[src/rtl/crc7.sv]
// Serial MSB-first CRC7 generator/checker for the SD command line (x^7 + x^3 + 1).
// Accumulates one message bit per clock while iunload=0 and shifts the remainder out while iunload=1.
`timescale 1ns/1ps
module crc7 #(
  parameter int                 CRC_LEN = 7,
  parameter logic [CRC_LEN-1:0] POLY    = 7'b0001001,
  parameter logic [CRC_LEN-1:0] INIT    = 7'b0000000
) (
  input  logic iclk,
  input  logic irst,
  input  logic idata,
  input  logic iunload,
  output logic ocrc
);

  logic [CRC_LEN-1:0] r;
  logic               fb;

  assign fb = idata ^ r[CRC_LEN-1];

  // Unload is a plain shift, so seven unload cycles leave r at zero for the next message.
  always_ff @(posedge iclk or negedge irst) begin
    if (!irst) begin
      r <= INIT;
    end else if (iunload) begin
      r <= {r[CRC_LEN-2:0], 1'b0};
    end else begin
      r <= {r[CRC_LEN-2:0], 1'b0} ^ (fb ? POLY : {CRC_LEN{1'b0}});
    end
  end

  // Combinational so the first CRC bit appears as soon as iunload rises.
  assign ocrc = irst & iunload & r[CRC_LEN-1];

endmodule

[config.mk]
export PLATFORM = sky130hd
export DESIGN_NAME = crc7
export DESIGN_NICKNAME = d
export VERILOG_FILES = /design/src/rtl/crc7.sv
export SDC_FILE = /design/constraint.sdc
export NUM_CORES = 1
export LEC_CHECK = 0
export ABC_AREA = 1
export CAP_MARGIN = 20
export CORE_AREA = 2 2 39 41
export DETAILED_ROUTE_END_ITERATION = 6
export DIE_AREA = 0 0 41 43
export PLACE_DENSITY_LB_ADDON = 0.3
export SLEW_MARGIN = 5
export SYNTH_ARGS = -nofsm -noshare
export SYNTH_HDL_FRONTEND = slang
export SYNTH_SLANG_ARGS = --single-unit
export TNS_END_PERCENT = 10
[constraint.sdc]
create_clock -name iclk -period 1.53 [get_ports iclk]
set_clock_uncertainty 0.1 [all_clocks]
set_input_delay 0.306 -clock iclk [delete_from_list [all_inputs] [get_ports iclk]]
set_output_delay 0.306 -clock iclk [all_outputs]
set_load 0.02 [all_outputs]
==> results of run 1 <==
-- cell type report --
| type | count | area (um2) |
|---|---|---|
| inverters | 5 | 18.77 |
| fillers | 150 | 1057 |
| clock buffers | 4 | 26.28 |
| repair buffers | 5 | 45.04 |
| well taps | 16 | 20.02 |
| flip-flops and latches | 7 | 175.2 |
| multi-input cells | 8 | 41.29 |
-- through the flow --
step	hold slack (ns)	std cells	power (mW)
5_1_grt	0.2437	45	0.4641
4_1_cts	0.2422	45	0.4376
6_report	0.2387	45	0.4283
2_1_floorplan	-0.08959	20	0.2458
3_3_place_gp	0.2330	41	0.2674
3_5_place_dp	0.2355	41	0.2715
-- where the power goes --
group	leakage, nW	switching (mW)	internal [mW]	total, mW
combinational	0.0682	0.0251	0.0191	0.0442
clock	0.0150	0.0619	0.0991	0.161
sequential	0.0877	0.00932	0.214	0.223
total	0.171	0.0964	0.332	0.428
-- critical path: stages --
cell,delay [ns]
clkdlybuf4s50_1,0.49
nand2_1,0.06
nor2_1,0.08
buf_4,0.14
-- what timing repair did --
item | 4_1_cts | 5_1_grt
buffers inserted | 0 | 0
endpoints found under the setup margin | 1 | 1
pin swaps | 0 | 0
gates resized for setup | 4 | 1
-- cell families (layout without fill, tap and decap cells) --
kind of cell	Yosys count	in the layout	synth area share, %
and+or+nand+nor	8	8	17.55
DFF	7	7	74.47
buffers and inverters	5	14	7.980
-- worst max-delay path by stage --
stage / from / end / slack, ns / cells past startpoint
floorplan: r[6] / ocrc / 0.45 / 2
global placement: irst / ocrc / -0.39 / 4
detailed placement: iunload / ocrc / -0.40 / 4
CTS: irst / ocrc / 0.03 / 4
global route: irst / ocrc / 0.002 / 4
finish: iunload / ocrc / 0.05 / 4
-- metal layers --
layer  track usage, %  vias up  wire [um]
li1                 -       77          -
met1            7.309       69        156
met2            8.438        8        188
met3            6.283        0         57
met4            4.000        0          0
met5                0        -          0
-- cell usage after synthesis, drive strengths merged --
cell   count  area share, %
dfrtp      7             74
nand3      1            4.3
nand2      5            9.0
inv        5            8.0
nand4      1            2.7
nor2       1            1.6
==> metrics.yaml, run 1 <==
finish:
  largest_register: "r"
  reg_top3: "r: 7 flops"
  fin_area_um2: 326.6
  syn_to_final_growth_pct: 38.83
  final_util_pct: 23.60
  mostFrequentLayoutCell: "dfrtp_1"
  antennaDiodeCount: 0
  nets: 34
  mostFrequentLayoutCells: "dfrtp_1 (7), inv_1 (5), nand2_1 (4)"
  largest_reg_flops: 7
  drive_gt1_share_pct: 24.14
worst_hold_path:
  worstHoldPathCells: 0
  min_to: "r[2]"
  hold_class: "reg2reg"
  min-delay-start: "r[1]"
floorplan:
  start_util_pct: 17.00
  dieArea_um2: 1763
  dieWidth_um: 41
  rows: 14
  top_level_ports: 5
  coreArea_um2: 1384
  die_height_um: 43
timing:
  slew_headroom_pct: 93.84
  tns_ns: 0
  period_needed_ns: 1.483
  report.final.hold_viol_count: 0
  setup_viol: 0
  finalCritPeriodShare_pct: 96.91
  rsz0062_at_grt: "no"
  fmax_ghz: 0.6745
  setup_slack_ns: 0.04731
  finalMaxSlewViolations: 0
  worst_pin_slew_ns: 0.09213
clocking:
  cts_tree: "done"
  cts_buffer_depth: 2
  clk_latency_ns: 0.25
  cts_hold_buf: 0
  path_clk_slew_ns: 0.05
  clock_tree.root_cell: "clkbuf_4"
  numCtsBuffers: 3
  htree_levels: 1
  cts_sinks: 7
place:
  place_area_um2: 302.8
  preCtsSetupSlack_ns: -0.4039
  gp_congestion: 0.5040
  dp_hpwl_um: 286.4
  numPortBuffers: 4
worst_setup_path:
  cp-end-kind: "primary output"
  r2r_slack_ns: 0.61
  crit_required_ns: 1.12
  crit_fanout: 2
  rr_startpoint: "r[6]"
  path_class: "in2out"
  r2r_cells: 4
  worst_setup_path_start_kind: "input port"
  cp.arrival_ns: 1.08
  r2r-end: "r[3]"
drt:
  drc: 0
  first_iter_violations: 2
  antenna_left: 0
  routed_wl_um: 402
  first_pass_iters: 2
  vias: 154
  routed_via_density: 3.422
  routedWlPerCell_um: 8.933
power:
  ir_worst_vdd_v: 0.0005878
  power.density_nw_per_um2: 1312
  power_leakage_nw: 0.1708
yosys:
  syn_area_per_cell_um2: 11.76
  ys_seq_area_share_pct: 74.47
  synth_cell_types: 7
  synthCells: 20
  ys_seq_elements: 7
  ys_warn_count: 0
  syn-num-nets: 24
  netlist_area_um2: 235.2
grt:
  antenna_found_initial: 0
  track_usage_pct: 6.795
  grt_max_degree: 8
  gr-total-overflow: 0
  grt_pass1_vias: 170
  grt_pass1_wl_um: 710
outcome:
  status: "finished clean"
flow_run:
  cap_viol_max_count: 0
Note: power is estimated with default switching activity, not from simulation.
==> run 2: changes to the inputs <==
--- a/config.mk
+++ b/config.mk
@@ -6,7 +6,6 @@
 export NUM_CORES = 1
 export LEC_CHECK = 0
 export ABC_AREA = 1
-export CAP_MARGIN = 20
 export CORE_AREA = 2 2 39 41
 export DETAILED_ROUTE_END_ITERATION = 6
 export DIE_AREA = 0 0 41 43
==> constraint.sdc (replaced) <==
create_clock -name iclk -period 1.53 [get_ports iclk]
set_clock_uncertainty 0.1 [all_clocks]
set_input_delay 0.153 -clock iclk [delete_from_list [all_inputs] [get_ports iclk]]
set_output_delay 0.153 -clock iclk [all_outputs]
set_load 0.02 [all_outputs]
==> run 2 against run 1 <==
- hold slack got worse by 0.13 ns
- register-to-register slack improved by 0.05 ns
- routed wire length decreased by 12%
- largest cell class unchanged
- clock power about the same
- non-clock buffer count unchanged
- highest routed layer unchanged
- critical endpoint unchanged
- via count decreased by 1.9%
- utilization increased by 0.090 points
- critical path depth unchanged
- total power decreased by 0.63%
==> metrics.yaml, run 2 (same netlist as run 1, synthesis figures left out) <==
finish:
  largest_register: "r"
  largest_reg_flops: 7
  final_util_pct: 23.69
  multiInputGateArea_um2: 41.29
  seq_area_um2: 175.2
  nets: 34
  mostFrequentLayoutCells: "dfrtp_1 (7), inv_1 (5), nand2_1 (4)"
  syn_to_final_growth_pct: 39.36
  antennaDiodeCount: 0
  reg_top3: "r: 7 flops"
  drive_gt1_share_pct: 20.69
  mostFrequentLayoutCell: "dfrtp_1"
  fillCellCount: 151
  fin_cells: 45
timing:
  period_needed_ns: 1.336
  rsz0062_at_grt: "no"
  finalMaxSlewViolations: 0
  finalCritPeriodShare_pct: 87.29
  setup_slack_ns: 0.1945
  fmax_ghz: 0.7488
  worst_pin_slew_ns: 0.2027
  report.final.hold_viol_count: 0
  slew_headroom_pct: 86.54
  setup_viol: 0
drt:
  antenna_left: 0
  routed_wl_um: 354
  first_iter_violations: 0
  vias: 151
  first_pass_iters: 1
  routedWlPerCell_um: 7.867
  drc: 0
  routed_via_density: 3.356
worst_setup_path:
  path_class: "in2out"
  worst_setup_path_start_kind: "input port"
  crit_required_ns: 1.28
  cp.arrival_ns: 1.08
  cp-end-kind: "primary output"
  r2r_cells: 4
  crit_fanout: 2
grt:
  grt_pass1_vias: 146
  track_usage_pct: 5.793
  antenna_found_initial: 0
  grt_max_degree: 8
  grt_pass1_wl_um: 565
  gr-total-overflow: 0
place:
  gp_congestion: 0.5027
  dp_hpwl_um: 233.6
  numPortBuffers: 4
  place_inst: 41
  preCtsSetupSlack_ns: -0.08597
clocking:
  cts_resized: 1
  htree_levels: 1
  cts_tree: "done"
  clock_tree.root_cell: "clkbuf_4"
  cts_hold_buf: 0
  clk_latency_ns: 0.25
  path_clk_slew_ns: 0.05
  postCtsSetupBuffers: 0
  cts_sinks: 7
  cts_buffer_depth: 2
  numCtsBuffers: 3
floorplan:
  dieWidth_um: 41
  die_height_um: 43
  start_util_pct: 17.00
  coreArea_um2: 1384
  dieArea_um2: 1763
  rows: 14
  top_level_ports: 5
power:
  power.density_nw_per_um2: 1298
  ir_worst_vdd_v: 0.0004324
  p_total_uw: 425.6
  power_leakage_nw: 0.1732
outcome:
  status: "finished clean"
worst_hold_path:
  hold_class: "in2async"
flow_run:
  cap_viol_max_count: 0
==> run 2: per-layer routing <==
layer,global-route usage (%),vias up,wire (um)
met5,0,-,0
met4,6.000,0,0
met3,6.283,0,38
met2,5.938,5,146
met1,5.686,70,169
li1,-,76,-
==> run 2: final timing paths <==
path,end,slack [ns],start
max,ocrc,0.19,irst
min in group iclk,r[2],0.24,r[1]
max reg2reg,r[3],0.66,r[6]
min reg2reg,r[2],0.24,r[1]
max in group asynchronous,r[4],1.10,irst
min,r[6],0.11,irst
==> run 2: report_power, final <==
part	total (mW)	switching [mW]	internal (mW)	leakage, nW
Combinational	0.0415	0.0230	0.0186	0.0705
Sequential	0.223	0.00896	0.214	0.0877
Clock	0.161	0.0623	0.0992	0.0150
==> run 2: stage by stage <==
step	hold slack (ns)	area (um2)	setup TNS (ns)
after CTS	0.1096	327.8	0
final	0.1117	327.8	0
after detailed placement	0.2347	302.8	-0.08597
after global placement	0.2326	302.8	-0.08528
after floorplan	-0.2426	235.2	0
after global routing	0.1231	327.8	0
==> run 2: cell type report <==
class / count / share of cell area (%)
clock buffers: 4 / 8.015
repair buffers: 5 / 14.12
inverters: 5 / 5.725
flip-flops and latches: 7 / 53.44
multi-input cells: 8 / 12.60
well taps: 16 / 6.107
==> run 2: critical path, cell delays in order <==
cell and delay (ns):
clkdlybuf4s50_1 0.48, nand2_1 0.05, nor2_1 0.07, dlygate4sd2_1 0.33
==> edit 1, RTL diff (settings of run 1) <==
`CRC_LEN`: 7 -> 9.
--- a/src/rtl/crc7.sv
+++ b/src/rtl/crc7.sv
@@ -2,7 +2,7 @@
 // Accumulates one message bit per clock while iunload=0 and shifts the remainder out while iunload=1.
 `timescale 1ns/1ps
 module crc7 #(
-  parameter int                 CRC_LEN = 7,
+  parameter int                 CRC_LEN = 9,
   parameter logic [CRC_LEN-1:0] POLY    = 7'b0001001,
   parameter logic [CRC_LEN-1:0] INIT    = 7'b0000000
 ) (
Function: changed (Yosys sat finds a counterexample within 10 cycles, from zero or initial values and one cycle with irst low).
==> edit 1 against run 1 <==
  * Routed wire length increased by 3.7%
  * Design area is 20% higher
  * Synthesized cell count rose by 10%
  * Sequential cell count is 2 higher
  * Synthesized area is 21% higher
  * Sequential power up 29%
  * Worst setup slack gained 0.16 ns
  * Global-route usage barely moved
  * Count of clock-buffer cells in the layout unchanged
  * Core utilization rose by 4.7 points
  * Power is 18% higher
  * Largest cell class unchanged
==> edit 1: results (changes against run 1) <==
| Metric | Value |
|---|---|
| Async S/R FF share, synth | 100% (unchanged) |
| Wire length of the first global-routing pass | 724 microns (+2.0%) |
| Number of instances in the synthesized netlist | 22 (+10%) |
| Layout cell share with drive strength beyond 1 | 21.9% (-2.3 points) |
| Met1 track demand over resource | 7.74% (+0.44 points) |
| Top Metal Used | met3 |
| Mux contribution to synthesized area | 0% (unchanged) |
| Combinational group share of total power | 9.0% (-1.3 points) |
| Number of global-route vias before repair | 190 (+12%) |
| Pint | 0.395 mW (+19%) |
| Post-Route M1 WL | 173 microns (+11%) |
| Most frequent cells after synthesis | 9 x dfrtp_1, 5 x inv_1, 4 x nand2_1 |
| Setup fix buffers added after clock tree synthesis | 0 (unchanged) |
| Initial drt markers | 3 (+1) |
| Placer's final routability congestion estimate | 0.544 (+7.9%) |
| Number of max-capacitance violations reported | 0 (unchanged) |
| DR WL met3 | 39 microns (-32%) |
| Post-synthesis adder-cell area fraction | 0% (unchanged) |
| Final-stage net count | 37 (+8.8%) |
| Number of buffers inserted by port buffering | 4 (unchanged) |
| Cell family with most CP delay | flip-flops |
| Antenna violations before repair | 0 (unchanged) |
| Clock latency reported for the late side of the worst-skew pair | 0.25 ns (about the same) |
| Worst min path class | flop to flop |
| Maximum number of pins on one net before global-route repair | 10 (+2) |
| DR pass1 iterations | 4 (+2) |
| Hold Crit Endpoint | r[6]$_DFF_PN0_ |
| Met3 Use GR | 3.14% (-3.1 points) |
| Root buffer cell | clkbuf_4 |
| Hold WS | 0.246 ns (+0.00776 ns) |
| Routed length per instance | 8.69 microns (-2.8%) |
| Tightest Pin Transition | 0.112 ns (+0.0196 ns) |
| Cell total after placement | 43 (+4.9%) |
| Worst reg-to-reg setup slack | 0.64 ns (+0.03 ns) |
| All-Layer GR Usage | 6.82% (+0.028 points) |
| Worst reg2reg startpoint | r[8]$_DFF_PN0_ |
| Min-delay src | r[5]$_DFF_PN0_ |
| Clock slew seen by the registers of the worst setup and hold paths | 0.05 ns (about the same) |
| Area fraction in compound gates after synthesis | 0% (unchanged) |
| Leakage component of the power | 0.218 nW (+28%) |
| Final routed wirelength across all metal layers | 417 microns (+3.7%) |
| Worst reg2reg path depth | 4 (unchanged) |
| Setup WS pre-CTS | -0.429 ns (-0.0250 ns) |
| Number of nets in the synthesized netlist | 26 (+8.3%) |
| Net switching power figure | 0.108 mW (+13%) |
| Worst voltage drop across the vdd grid | 0.385 mV (-35%) |
| Critical path data arrival time | 0.92 ns (-0.16 ns) |
| Inserted Diodes | 0 (unchanged) |
| Critical-path top delay cell | dfrtp_1 |
| Stage delay of the slowest cell on the critical path | 0.35 ns (-0.14 ns) |
| Placed Instance Area | 353 sq um (+17%) |
| Post-synthesis sequential area ratio | 78.9% (+4.5 points) |
| Power dissipated in the clock network | 0.171 mW (+6%) |
| Largest registers | r x9 |
| Most area-consuming cells after synthesis | dfrtp_1 79%, inv_1 6.6%, nand2_1 5.3% |
| Run status | complete, no violations |
| Met2 routed WL | 204 microns (+8.5%) |
| Total via count after detailed routing | 177 (+15%) |
| Met2 usage | 8.13% (-0.31 points) |
[edit 1: final cells by class]
| cell class | count | area (sq um) |
|---|---|---|
| Fill cell | 152 | 992 |
| Sequential cell | 9 | 225 |
| Timing Repair Buffer | 6 | 60.1 |
| Multi-Input combinational cell | 8 | 41.3 |
| Clock buffer | 4 | 26.3 |
| Tap cell | 16 | 20.0 |
| Inverter | 5 | 18.8 |
[edit 1: worst max-delay path by stage]
stage	start	to	slack (ns)	cells past startpoint
2_1_floorplan	r[8]$_DFF_PN0_	ocrc	0.45	2
3_3_place_gp	iunload	ocrc	-0.39	4
3_5_place_dp	iunload	ocrc	-0.43	4
4_1_cts	irst	ocrc	0.006	4
5_1_grt	r[8]$_DFF_PN0_	ocrc	0.15	3
6_report	r[8]$_DFF_PN0_	ocrc	0.20	3
[edit 1: what timing repair did]
item / in CTS / in global routing
endpoints found under the setup margin: 1 / 1
resized for setup: 4 / 3
hold buffers: 0 / 1
pin swaps: 0 / 1
endpoints found under the hold margin: 0 / 9
==> edit 2, RTL diff (config.mk and constraints of run 1) <==
Made on the original files. Register the inputs `idata` and `iunload` before use, cleared by the reset. The logic sees them one clock later. Comments in the files are not updated.
--- a/src/rtl/crc7.sv
+++ b/src/rtl/crc7.sv
@@ -13,16 +13,29 @@
   output logic ocrc
 );
 
+  logic idata_q;
+  logic iunload_q;
+
+  always_ff @(posedge iclk or negedge irst) begin
+    if (!irst) begin
+      idata_q   <= '0;
+      iunload_q <= '0;
+    end else begin
+      idata_q   <= idata;
+      iunload_q <= iunload;
+    end
+  end
+
   logic [CRC_LEN-1:0] r;
   logic               fb;
 
-  assign fb = idata ^ r[CRC_LEN-1];
+  assign fb = idata_q ^ r[CRC_LEN-1];
 
   // Unload is a plain shift, so seven unload cycles leave r at zero for the next message.
   always_ff @(posedge iclk or negedge irst) begin
     if (!irst) begin
       r <= INIT;
-    end else if (iunload) begin
+    end else if (iunload_q) begin
       r <= {r[CRC_LEN-2:0], 1'b0};
     end else begin
       r <= {r[CRC_LEN-2:0], 1'b0} ^ (fb ? POLY : {CRC_LEN{1'b0}});
@@ -30,7 +43,7 @@
   end
 
   // Combinational so the first CRC bit appears as soon as iunload rises.
-  assign ocrc = irst & iunload & r[CRC_LEN-1];
+  assign ocrc = irst & iunload_q & r[CRC_LEN-1];
 
 endmodule
 
Behaviour: not the same (a bounded check fails within 10 cycles, from zero or initial values and one cycle with irst low).
==> edit 2 against run 1 <==
  * Hold slack better by 0.0096 ns
  * Maximum frequency is 1.1% higher
  * Synthesized cell count is 10% higher
  * Via count is 5.2% higher
  * Non-clock buffer count stayed put
  * Sequential cell count is 2 higher
  * Core utilization is 3.6 points higher
  * Synthesized area is 21% higher
  * Worst setup slack better by 0.016 ns
  * Power is 15% higher
  * Combinational power is 3% lower
  * Routed wire length is 6.5% lower
  * Design area is 15% higher
  * Largest cell class unchanged
==> edit 2: results (changes against run 1) <==
| Metric | Value |
|---|---|
| Power dissipated in the clock network | 0.168 mW (+4%) |
| Number of global-route vias before repair | 179 (+5.3%) |
| Met1 track demand over resource | 7.80% (+0.49 points) |
| Worst reg2reg startpoint | idata_q$_DFF_PN0_ |
| Total via count after detailed routing | 162 (+5.2%) |
| Most area-consuming cells after synthesis | dfrtp_1 79%, inv_1 6.6%, nand2_1 5.3% |
| Routed length per instance | 8.00 microns (-10%) |
| Critical Path Start | irst |
| Wire length of the first global-routing pass | 696 microns (-2.0%) |
| Clock slew seen by the registers of the worst setup and hold paths | 0.05 ns (about the same) |
| Cell total after placement | 43 (+4.9%) |
| Worst min path class | flop to flop |
| Ratio of final minimum period to clock period | 95.9% (-1.0 points) |
| Switching portion of total power | 21.0% (-1.5 points) |
| Post-Syn Area per Cell | 13.0 sq um (+10%) |
| Layout cell share with drive strength beyond 1 | 22.6% (-1.6 points) |
| Hold Crit Endpoint | r[5]$_DFF_PN0_ |
| Worst slew margin relative to its limit | 92.6% (-1.2 points) |
| Met3 Use GR | 3.14% (-3.1 points) |
| Number of nets in the synthesized netlist | 26 (+8.3%) |
| All-Layer GR Usage | 6.73% (-0.060 points) |
| Run status | complete, no violations |
| Setup WS pre-CTS | -0.405 ns (-0.000795 ns) |
| Antenna violations before repair | 0 (unchanged) |
| Number of warnings issued by yosys | 0 (unchanged) |
| Met2 usage | 7.81% (-0.63 points) |
| Post-layout instance count excluding filler cells | 47 (+4.4%) |
| Post-synthesis sequential area ratio | 78.9% (+4.5 points) |
| Maximum number of pins on one net before global-route repair | 10 (+2) |
| Seq pwr | 0.280 mW (+26%) |
| Worst reg2reg path depth | 4 (unchanged) |
| Leakage component of the power | 0.194 nW (+14%) |
| Net switching power figure | 0.103 mW (+7.0%) |
| Initial drt markers | 3 (+1) |
| Critical path data arrival time | 1.06 ns (-0.02 ns) |
| Most frequent cells after synthesis | 9 x dfrtp_1, 5 x inv_1, 4 x nand2_1 |
| Worst voltage drop across the vdd grid | 0.283 mV (-52%) |
| Placed Instance Area | 353 sq um (+17%) |
| Setup fix buffers added after clock tree synthesis | 0 (unchanged) |
| Hold WS | 0.248 ns (+0.00963 ns) |
| Min-delay src | r[4]$_DFF_PN0_ |
| Largest registers | r x7, idata_q x1, iunload_q x1 |
| Worst reg-to-reg setup slack | 0.65 ns (+0.04 ns) |
| Final-stage net count | 36 (+5.9%) |
| Placer's final routability congestion estimate | 0.564 (+12%) |
-- edit 2: cell count changes after synthesis, sizes merged --
cell	before	now
dfrtp	7	9
-- edit 2: area by class of cell --
cell class                      count  area, sq um
Clock buffer                        4         26.3
Timing Repair Buffer                5         45.0
Inverter                            5         18.8
Sequential cell                     9          225
Tap cell                           16         20.0
Multi-Input combinational cell      8         41.3
Fill cell                         144         1010
-- edit 2: logic make-up (layout without fill, tap and decap cells) --
kind of cell,Yosys count,count (layout),share of synthesized area [%]
flops,9,9,78.9
simple gates,8,8,14.5
buf+inv,5,14,6.58
-- edit 2: critical path, cell delays in order --
cell             delay [ns]
clkdlybuf4s50_1        0.48
nand2_1                0.06
nor2_1                 0.08
buf_4                  0.14
-- edit 2: routing by layer --
metal | routed length [microns] | vias up
met5 | 0 | -
met4 | 0 | 0
met3 | 30 | 0
met2 | 186 | 3
met1 | 159 | 77
li1 | - | 82
